File: config.mk
export PLATFORM = sky130hd
export DESIGN_NAME = boa_div_iter_flat
export DESIGN_NICKNAME = d
export VERILOG_FILES = /design/src/rtl/boa_div_iter_pkg.sv /design/src/rtl/boa_div_iter_if.sv /design/src/rtl/boa_div_step.sv /design/src/rtl/boa_div_iter.sv /design/src/flat_wrapper.sv
export SDC_FILE = /design/constraint.sdc
export NUM_CORES = 1
export LEC_CHECK = 0
export ABC_AREA = 1
export CAP_MARGIN = 20
export CORE_MARGIN = 2
export CORE_UTILIZATION = 52
export DETAILED_ROUTE_END_ITERATION = 8
export PLACE_DENSITY_LB_ADDON = 0.2
export SYNTH_ARGS = -nofsm -noshare
export SYNTH_HDL_FRONTEND = slang
export SYNTH_SLANG_ARGS = --single-unit
File: constraint.sdc
create_clock -name clk -period 5.28 [get_ports clk]
set_input_delay 0.792 -clock clk [delete_from_list [all_inputs] [get_ports clk]]
set_output_delay 0.792 -clock clk [all_outputs]
set_load 0.1 [all_outputs]
File: src/rtl/boa_div_iter_pkg.sv
// Shared constants for the iterative divider.
// No ports. Provides the default operand width. RISC-V M semantics are
// defined at 32 bits, and other widths scale the same way.
package boa_div_iter_pkg;

  localparam int unsigned BoaDivWidth = 32;

endpackage

File: src/rtl/boa_div_iter_if.sv
// Request/response bundle for boa_div_iter.
//   d_valid, u, lhs, rhs, cancel : requester -> divider
//   ready, q_valid, div_res, mod_res : divider -> requester
// The master modport is the requester and the slave modport is the divider.
interface boa_div_iter_if
  import boa_div_iter_pkg::*;
#(
  parameter int unsigned width = BoaDivWidth
);
  logic             d_valid;
  logic             u;
  logic [width-1:0] lhs;
  logic [width-1:0] rhs;
  logic             cancel;
  logic             ready;
  logic             q_valid;
  logic [width-1:0] div_res;
  logic [width-1:0] mod_res;

  modport master (
    output d_valid, u, lhs, rhs, cancel,
    input  ready, q_valid, div_res, mod_res
  );

  modport slave (
    input  d_valid, u, lhs, rhs, cancel,
    output ready, q_valid, div_res, mod_res
  );
endinterface

File: src/rtl/boa_div_step.sv
// One restoring radix-2 division step. This module is purely combinational.
//   rem_in  : partial remainder, always < divisor (except for the divide-by-zero case)
//   divisor : unsigned divisor magnitude
//   bit_in  : next dividend bit, taken MSB first
//   rem_out : next partial remainder
//   q_bit   : quotient bit for this step
module boa_div_step #(
  parameter int unsigned width = 32
) (
  input  logic [width-1:0] rem_in,
  input  logic [width-1:0] divisor,
  input  logic             bit_in,
  output logic [width-1:0] rem_out,
  output logic             q_bit
);
  logic [width:0] shifted;
  logic [width:0] diff;

  assign shifted = {rem_in, bit_in};
  assign diff    = shifted - {1'b0, divisor};
  // No borrow means shifted >= divisor. Because rem_in < divisor, diff then fits in width bits.
  assign q_bit   = ~diff[width];
  assign rem_out = q_bit ? diff[width-1:0] : shifted[width-1:0];
endmodule

File: src/rtl/boa_div_iter.sv
// Fixed-latency iterative signed/unsigned divider with RISC-V M semantics.
//   clk, rst : rising-edge clock and synchronous active-high reset
//   bus      : slave side of boa_div_iter_if (request, cancel, ready, results)
// Flow: IDLE accepts a request, CALC runs width restoring steps, and FIX applies
// the signs and loads the results. q_valid pulses in the cycle after FIX,
// which is width+1 edges after accept.
module boa_div_iter
  import boa_div_iter_pkg::*;
#(
  parameter int unsigned width = BoaDivWidth
) (
  input logic           clk,
  input logic           rst,
  boa_div_iter_if.slave bus
);
  typedef enum logic [1:0] {StIdle, StCalc, StFix} state_e;

  state_e           state_q;
  logic             u_q;
  logic             sign_lhs_q;
  logic             sign_rhs_q;
  logic             rhs_zero_q;
  logic [width-1:0] lhs_orig_q;
  logic [width-1:0] dividend_q;
  logic [width-1:0] divisor_q;
  logic [width-1:0] rem_q;
  logic [width-1:0] quo_q;
  logic [width-1:0] cnt_q;
  logic             q_valid_q;
  logic [width-1:0] div_res_q;
  logic [width-1:0] mod_res_q;

  logic             sign_lhs_in;
  logic             sign_rhs_in;
  logic [width-1:0] step_rem;
  logic             step_q;
  logic [width-1:0] quo_fix;
  logic [width-1:0] rem_fix;

  assign sign_lhs_in = ~bus.u & bus.lhs[width-1];
  assign sign_rhs_in = ~bus.u & bus.rhs[width-1];

  // The signs are already masked by u at accept. Gating again on u_q keeps the intent explicit.
  assign quo_fix = (~u_q & (sign_lhs_q ^ sign_rhs_q)) ? -quo_q : quo_q;
  assign rem_fix = (~u_q & sign_lhs_q) ? -rem_q : rem_q;

  boa_div_step #(
    .width (width)
  ) u_step (
    .rem_in  (rem_q),
    .divisor (divisor_q),
    .bit_in  (dividend_q[width-1]),
    .rem_out (step_rem),
    .q_bit   (step_q)
  );

  always_ff @(posedge clk) begin
    if (rst) begin
      state_q    <= StIdle;
      u_q        <= 1'b0;
      sign_lhs_q <= 1'b0;
      sign_rhs_q <= 1'b0;
      rhs_zero_q <= 1'b0;
      lhs_orig_q <= '0;
      dividend_q <= '0;
      divisor_q  <= '0;
      rem_q      <= '0;
      quo_q      <= '0;
      cnt_q      <= '0;
      q_valid_q  <= 1'b0;
      div_res_q  <= '0;
      mod_res_q  <= '0;
    end else begin
      q_valid_q <= 1'b0;
      case (state_q)
        StIdle: begin
          // If cancel arrives together with d_valid, the request is dropped.
          if (bus.d_valid && !bus.cancel) begin
            state_q    <= StCalc;
            u_q        <= bus.u;
            sign_lhs_q <= sign_lhs_in;
            sign_rhs_q <= sign_rhs_in;
            rhs_zero_q <= (bus.rhs == '0);
            lhs_orig_q <= bus.lhs;
            dividend_q <= sign_lhs_in ? -bus.lhs : bus.lhs;
            divisor_q  <= sign_rhs_in ? -bus.rhs : bus.rhs;
            rem_q      <= '0;
            quo_q      <= '0;
            cnt_q      <= '0;
          end
        end
        StCalc: begin
          if (bus.cancel) begin
            state_q <= StIdle;
          end else begin
            rem_q      <= step_rem;
            quo_q      <= {quo_q[width-2:0], step_q};
            dividend_q <= {dividend_q[width-2:0], 1'b0};
            cnt_q      <= cnt_q + 1'b1;
            if (cnt_q == width'(width - 1)) begin
              state_q <= StFix;
            end
          end
        end
        StFix: begin
          state_q <= StIdle;
          if (!bus.cancel) begin
            q_valid_q <= 1'b1;
            if (rhs_zero_q) begin
              div_res_q <= '1;
              mod_res_q <= lhs_orig_q;
            end else begin
              div_res_q <= quo_fix;
              mod_res_q <= rem_fix;
            end
          end
        end
        default: state_q <= StIdle;
      endcase
    end
  end

  assign bus.ready   = (state_q == StIdle);
  assign bus.q_valid = q_valid_q;
  assign bus.div_res = div_res_q;
  assign bus.mod_res = mod_res_q;
endmodule

File: src/flat_wrapper.sv
// flat-port wrapper written by rule: the top's interface ports become plain ports
module boa_div_iter_flat import boa_div_iter_pkg::*;
#(
  parameter int unsigned width = BoaDivWidth
)
  (clk, rst, bus_d_valid, bus_u, bus_lhs, bus_rhs, bus_cancel, bus_ready, bus_q_valid, bus_div_res, bus_mod_res);
  boa_div_iter_if #(.width(width)) bus_i ();
  input logic clk;
  input logic rst;
  input wire logic [$bits(bus_i.d_valid)-1:0] bus_d_valid;
  input wire logic [$bits(bus_i.u)-1:0] bus_u;
  input wire logic [$bits(bus_i.lhs)-1:0] bus_lhs;
  input wire logic [$bits(bus_i.rhs)-1:0] bus_rhs;
  input wire logic [$bits(bus_i.cancel)-1:0] bus_cancel;
  output wire logic [$bits(bus_i.ready)-1:0] bus_ready;
  output wire logic [$bits(bus_i.q_valid)-1:0] bus_q_valid;
  output wire logic [$bits(bus_i.div_res)-1:0] bus_div_res;
  output wire logic [$bits(bus_i.mod_res)-1:0] bus_mod_res;
  assign bus_i.d_valid = bus_d_valid;
  assign bus_i.u = bus_u;
  assign bus_i.lhs = bus_lhs;
  assign bus_i.rhs = bus_rhs;
  assign bus_i.cancel = bus_cancel;
  assign bus_ready = bus_i.ready;
  assign bus_q_valid = bus_i.q_valid;
  assign bus_div_res = bus_i.div_res;
  assign bus_mod_res = bus_i.mod_res;
  boa_div_iter #(.width(width)) u_core (.clk(clk), .rst(rst), .bus(bus_i));
endmodule
Word-level counts from Yosys, hierarchy flattened
Index checks and enable logic that the tools add are counted.
{ "word_totals": {"input_bits": 69, "elab_cells": 68, "reg_bits": 263} }
{ "classes": {"mux": 22, "add_sub_neg": 6, "bitwise": 10, "reduce_logical": 10, "eq_ne": 6} }
{ "op_table": {"columns": ["operator", "n"], "rows": [
  ["$mux W32", 13],
  ["$pmux W32 S2", 4],
  ["$neg A32 Y32", 4],
  ["$sub A33 B32 Y33", 1],
  ["$add A32 B1 Y32 const B", 1],
  ["$eq A32 B5 Y1 const B", 1],
  ["$logic_not A32 Y1", 1],
  ["$mux W2", 3],
  ["$reduce_and A2 Y1", 3],
  ["$not A1 Y1", 5],
  ["$and A1 B1 Y1", 4],
  ["$pmux W2 S2", 1],
  ["$ne A3 B2 Y1 const B", 1],
  ["$reduce_and A3 Y1", 1],
  ["$eq A2 B1 Y1 const B", 1],
  ["$eq A2 B2 Y1 const B", 1],
  ["$logic_not A2 Y1", 1],
  ["$ne A2 B1 Y1 const B", 1],
  ["$ne A2 B2 Y1 const B", 1],
  ["$reduce_bool A2 Y1", 1],
  ["$reduce_or A2 Y1", 1],
  ["$logic_and A1 B1 Y1", 1],
  ["$logic_not A1 Y1", 1],
  ["$mux W1", 1],
  ["$xor A1 B1 Y1", 1]
]} }

Logic depth before layout (Yosys ltp)
{ "logic_depth": {"depth_word": 5, "ltp_mapped": 18} }

Hierarchy
Synthesis repeated with hierarchy kept, for this count alone.
{ "hier_totals": {"cells_unflattened": 2803, "area_unflattened_um2": 17105.2} }
{ "by_module_without_submodules": {"columns": ["mod", "cells_per_inst", "area_each_um2", "instances"], "rows": [
  ["boa_div_iter", 2120, 13942.1, 1],
  ["boa_div_step", 683, 3163.0, 1]
]} }

Worst setup path before layout
No wires, ideal clock.
{ "synth_path": {"path_type": "reg-to-reg", "startpoint": "register u_core.state_q[1]", "endpoint": "register u_core.cnt_q[19]", "setup_slack_ns": 2.264, "setup_ns": 0.116, "synth_period_minus_slack_ns": 3.016, "arrival_time_ns": 2.900, "required_ns": 5.164, "path_stages_with_launch": 13, "cell_sequence": "dfxtp_1 -> nor2_1 -> nand2_2 -> nand2_4 -> nand2_1 -> nor2_1 -> nand2_1 -> nor3b_1 -> nand2_1 -> nor2_1 -> nand2_1 -> nand2_1 -> a21oi_1"} }
{ "synth_between": {"elab_chain_len": 3, "word_cells_on_any_way": 7, "cone_classes": "eq/ne (3); mux (1); reduce/logical (3)"} }
{ "synth_rtl": {"columns": ["element", "line_no", "text"], "rows": [
  ["from (decl)", "boa_div_iter.sv:18", "state_e state_q;"],
  ["from (signal assigned)", "boa_div_iter.sv:59", "state_q <= StIdle;"],
  ["from (signal assigned)", "boa_div_iter.sv:79", "state_q <= StCalc;"],
  ["from (signal assigned)", "boa_div_iter.sv:94", "state_q <= StIdle;"],
  ["$logic_not A2 Y1 (*)", null, null],
  ["net bus_ready", "flat_wrapper.sv:15", "output wire logic [$bits(bus_i.ready)-1:0] bus_ready;"],
  ["$ne A2 B1 Y1 (no line) or $reduce_bool A2 Y1 (tied branches)", null, null],
  ["$reduce_and A3 Y1 (no line)", null, null],
  ["to (signal assigned)", "boa_div_iter.sv:99", "cnt_q <= cnt_q + 1'b1;"],
  ["to (decl)", "boa_div_iter.sv:28", "logic [width-1:0] cnt_q;"]
]} }
The timed path passes the listed nets; every way through them passes the cells marked *.
A chain may end at the register's enable or synchronous reset.

Final worst setup path
{ "layout_path": {"startpoint": "register u_core.dividend_q[31]", "endpoint": "register u_core.rem_q[28]"} }
{ "layout_between": {"elab_chain_len": 4} }
{ "layout_rtl": {"columns": ["element", "line_no", "text"], "rows": [
  ["from (decl)", "boa_div_iter.sv:24", "logic [width-1:0] dividend_q;"],
  ["from (signal assigned)", "boa_div_iter.sv:85", "dividend_q <= sign_lhs_in ? -bus.lhs : bus.lhs;"],
  ["from (signal assigned)", "boa_div_iter.sv:98", "dividend_q <= {dividend_q[width-2:0], 1'b0};"],
  ["$sub A33 B32 Y33", "boa_div_step.sv:20", "assign diff = shifted - {1'b0, divisor};"],
  ["$mux W32", "boa_div_step.sv:23", "assign rem_out = q_bit ? diff[width-1:0] : shifted[width-1:0];"],
  ["$mux W32", "boa_div_iter.sv:93", "if (bus.cancel) begin"],
  ["$pmux W32 S2", "boa_div_iter.sv:75", "case (state_q)"],
  ["to (signal assigned)", "boa_div_iter.sv:96", "rem_q <= step_rem;"],
  ["to (decl)", "boa_div_iter.sv:26", "logic [width-1:0] rem_q;"]
]} }
Every way passes these cells. The select of a mux whose other input is x is not followed.

==> results.cfg <==
[synth]
ys_top_cells_by_area = dfxtp_1, nand2_1, inv_1, a21oi_1, nand3_1
synth_edf_count = 0
seq_area_frac_synth_pct = 31.94
synth_warnings = 0
syn_nets = 2726
yosysTopAreaCell = dfxtp_1
ys.flop_type = dfxtp_1
syn_inst = 2619
synth_seq_cells = 263
synth_top_area_share_pct = 31.94
synthDistinctLibCells = 53
syn_area_per_cell_um2 = 6.293
async_flop_share_pct = 0
syn-cell-area_um2 = 16480

[power_and_ir_drop]
combPwrFrac_pct = 19.1
p_clk_share_pct = 41.2
max-vdd-ir-drop_mv = 0.2516
seq_power_share_pct = 39.7
p_per_area_nw_per_um2 = 272.9
p_int_mw = 3.639
p_sw_share_pct = 30.29
p_leak_nw = 8.738
p_switching_mw = 1.581

[timing]
setup_viol = 0
fin_skew_ps = 22.19
relSlewSlack_pct = 33.42
fin_tns_setup_ps = 0
worstMarginPinSlew_ps = 995.6
maxSlewViolCount = 0
whs_ps = 458.0
rsz0062_at_grt = false
finalHoldViolations = 0
fin_crit_sh_pct = 61.46
fmax_mhz = 308.2
fin_crit_ps = 3245

[die]
num_rows = 65
core_um2 = 31390
io_pins = 135
die_width_um = 182.0
die_h_um = 182.0
die-area_um2 = 33140
start_util_pct = 52.50

[drt]
drtPass1Iterations = 5
drt-met1-wl_um = 22710
topRoutingLayerUsed = met4
vias = 17550
ant_nets = 0
drc = 0
via_per_inst = 5.615
drtIter0Drc = 1472
wl_met2_um = 24300
finalWirelength_um = 52020
wl_per_cell_um = 16.64
met3_length_um = 3278

[grt]
antenna_found_initial = 2
grt_pass1_vias = 16320
grt-ovfl-total = 0
grt_util_all_layers_pct = 30.82
grt_pass1_wl_um = 83660
grt_max_degree = 71

[placement]
gp_congestion = 0.9811
dpl_cell_area_um2 = 18020
dp_hpwl_um = 39090
port_buffers = 134

[cts]
cts_setup_buffers = 0
cts_sinks = 263
cts-root-buf = clkbuf_16
cts_max_path_buffers = 3
cts-hold-fix-buffers = 0
cts_tree = done
ctsResizeCount = 0
h-tree-depth = 1
clk_latency_ps = 570
cts.reportedPaths.clkPinSlew_ps = 60
cts_buffers = 30

[final_layout]
area_growth_pct = 16.03
nets = 2806
stdcell_area_um2 = 19120
drive_gt1_share_pct = 4.297
final_util_pct = 60.92

[flow_run]
drv_cap = 0

[critical_path]
cp_max_fo = 23
critPathCaptureType = flip-flop
startpoint_type = flip-flop
critPathKind = flip-flop to flip-flop
crit_required_ps = 5710
arrival_ps = 3670
rrSetupSlack_ps = 2040

[min_path]
min_path_type = flip-flop to flip-flop

[status]
status = finished clean
-- synth_stat cells, drive strengths merged, types with 14 or more instances --
library cell	count
o21ai	185
ha	37
dfxtp	263
nor3	50
o221ai	14
a21oi	243
inv	406
xor2	38
nand3b	14
nand4	41
o32ai	31
nor4	14
clkbuf	78
nor2	201
nand2	648
o211ai	19
nand3	214
buf	28
o22ai	26
-- critical path, cell delays in order (launching register included) --
cell	delay, ps
dfxtp_1	410
inv_1	120
ha_1	250
fa_1	400
inv_1	120
nand2_1	70
nand2_1	90
nand3_1	80
nand2_2	130
nand2_1	80
nand2_1	100
nand2_2	80
nand2_2	70
nand2_2	290
nand2_2	480
nand2_1	140
nand3_1	110
a21oi_1	60
-- metrics by stage --
| step | cells | power (mW) | worst slack [ps] |
|---|---|---|---|
| after floorplan | 2619 | 2.776 | 2264 |
| after global placement | 3066 | 3.068 | 1868 |
| after detailed placement | 3066 | 3.078 | 1856 |
| after CTS | 3122 | 5.212 | 2084 |
| after global routing | 3125 | 5.439 | 1780 |
| final | 3126 | 5.220 | 2035 |
-- flip-flops by register name, indices dropped and copies added, names as in the netlist --
| register | cells |
|---|---|
| u_core.sign_lhs_q | 1 |
| u_core.bus.q_valid | 1 |
| u_core.bus.div_res | 32 |
| u_core.rem_q | 32 |
| u_core.dividend_q | 32 |
| u_core.u_q | 1 |
| u_core.sign_rhs_q | 1 |
| u_core.cnt_q | 32 |
| u_core.quo_q | 32 |
| u_core.rhs_zero_q | 1 |
| u_core.lhs_orig_q | 32 |
| u_core.bus.mod_res | 32 |
| u_core.state_q | 2 |
| u_core.divisor_q | 32 |
-- metal layers --
metal  vias up  GRT usage (%)
li1       8756              -
met1      8026          40.67
met2       652          53.05
met3       118          2.848
met4         0          10.06
met5         -              0
-- final cells by class --
type,count,area [µm²]
antenna,1,2.502
clock buffer,41,862.1
clock inverter,15,171.4
fill,3012,12270
inverter,408,1531
multi-input combinational,1842,9258
sequential,263,5265
tap,402,503.0
timing repair buffer,154,1531
-- kinds of logic after synthesis --
kind of cell	share of synthesized area (%)
buffers and inverters	11.95
DFF	31.94
adders and majority gates	2.930
xor gates and xnor gates	2.498
and+or+nand+nor	31.57
AOI/OAI and AO/OA	19.11
-- cells in the final DEF (no fill, tap or decap), drive strengths merged, types with 19 or more instances in the layout --
master / instances
nand2: 648
o21ai: 185
buf: 21
a21oi: 243
clkdlybuf4s50: 133
ha: 37
inv: 407
dfxtp: 263
clkbuf: 41
o211ai: 19
nand3: 214
o32ai: 31
nand4: 41
nor3: 50
o22ai: 26
nor2: 201
xor2: 38
-- power by group through the flow --
stage	sequential, mW	clock, mW	combinational (mW)
CTS	2.07	2.17	0.970
floorplan	2.10	0	0.673
detailed placement	2.11	0	0.964
finish	2.07	2.15	0.994
global placement	2.11	0	0.954
global route	2.08	2.25	1.11
-- path summary, 6_finish.rpt --
check | cells past startpoint | endpoint | startpoint
min reg2reg | 2 | u_core.lhs_orig_q[15]$_SDFFE_PP0P_ | u_core.lhs_orig_q[15]$_SDFFE_PP0P_
max reg2reg | 17 | u_core.rem_q[28]$_SDFFE_PP0P_ | u_core.dividend_q[31]$_SDFFE_PP0P_
min | 2 | u_core.lhs_orig_q[15]$_SDFFE_PP0P_ | u_core.lhs_orig_q[15]$_SDFFE_PP0P_
max | 17 | u_core.rem_q[28]$_SDFFE_PP0P_ | u_core.dividend_q[31]$_SDFFE_PP0P_
No activity file was read; power rests on OpenSTA's default activity.
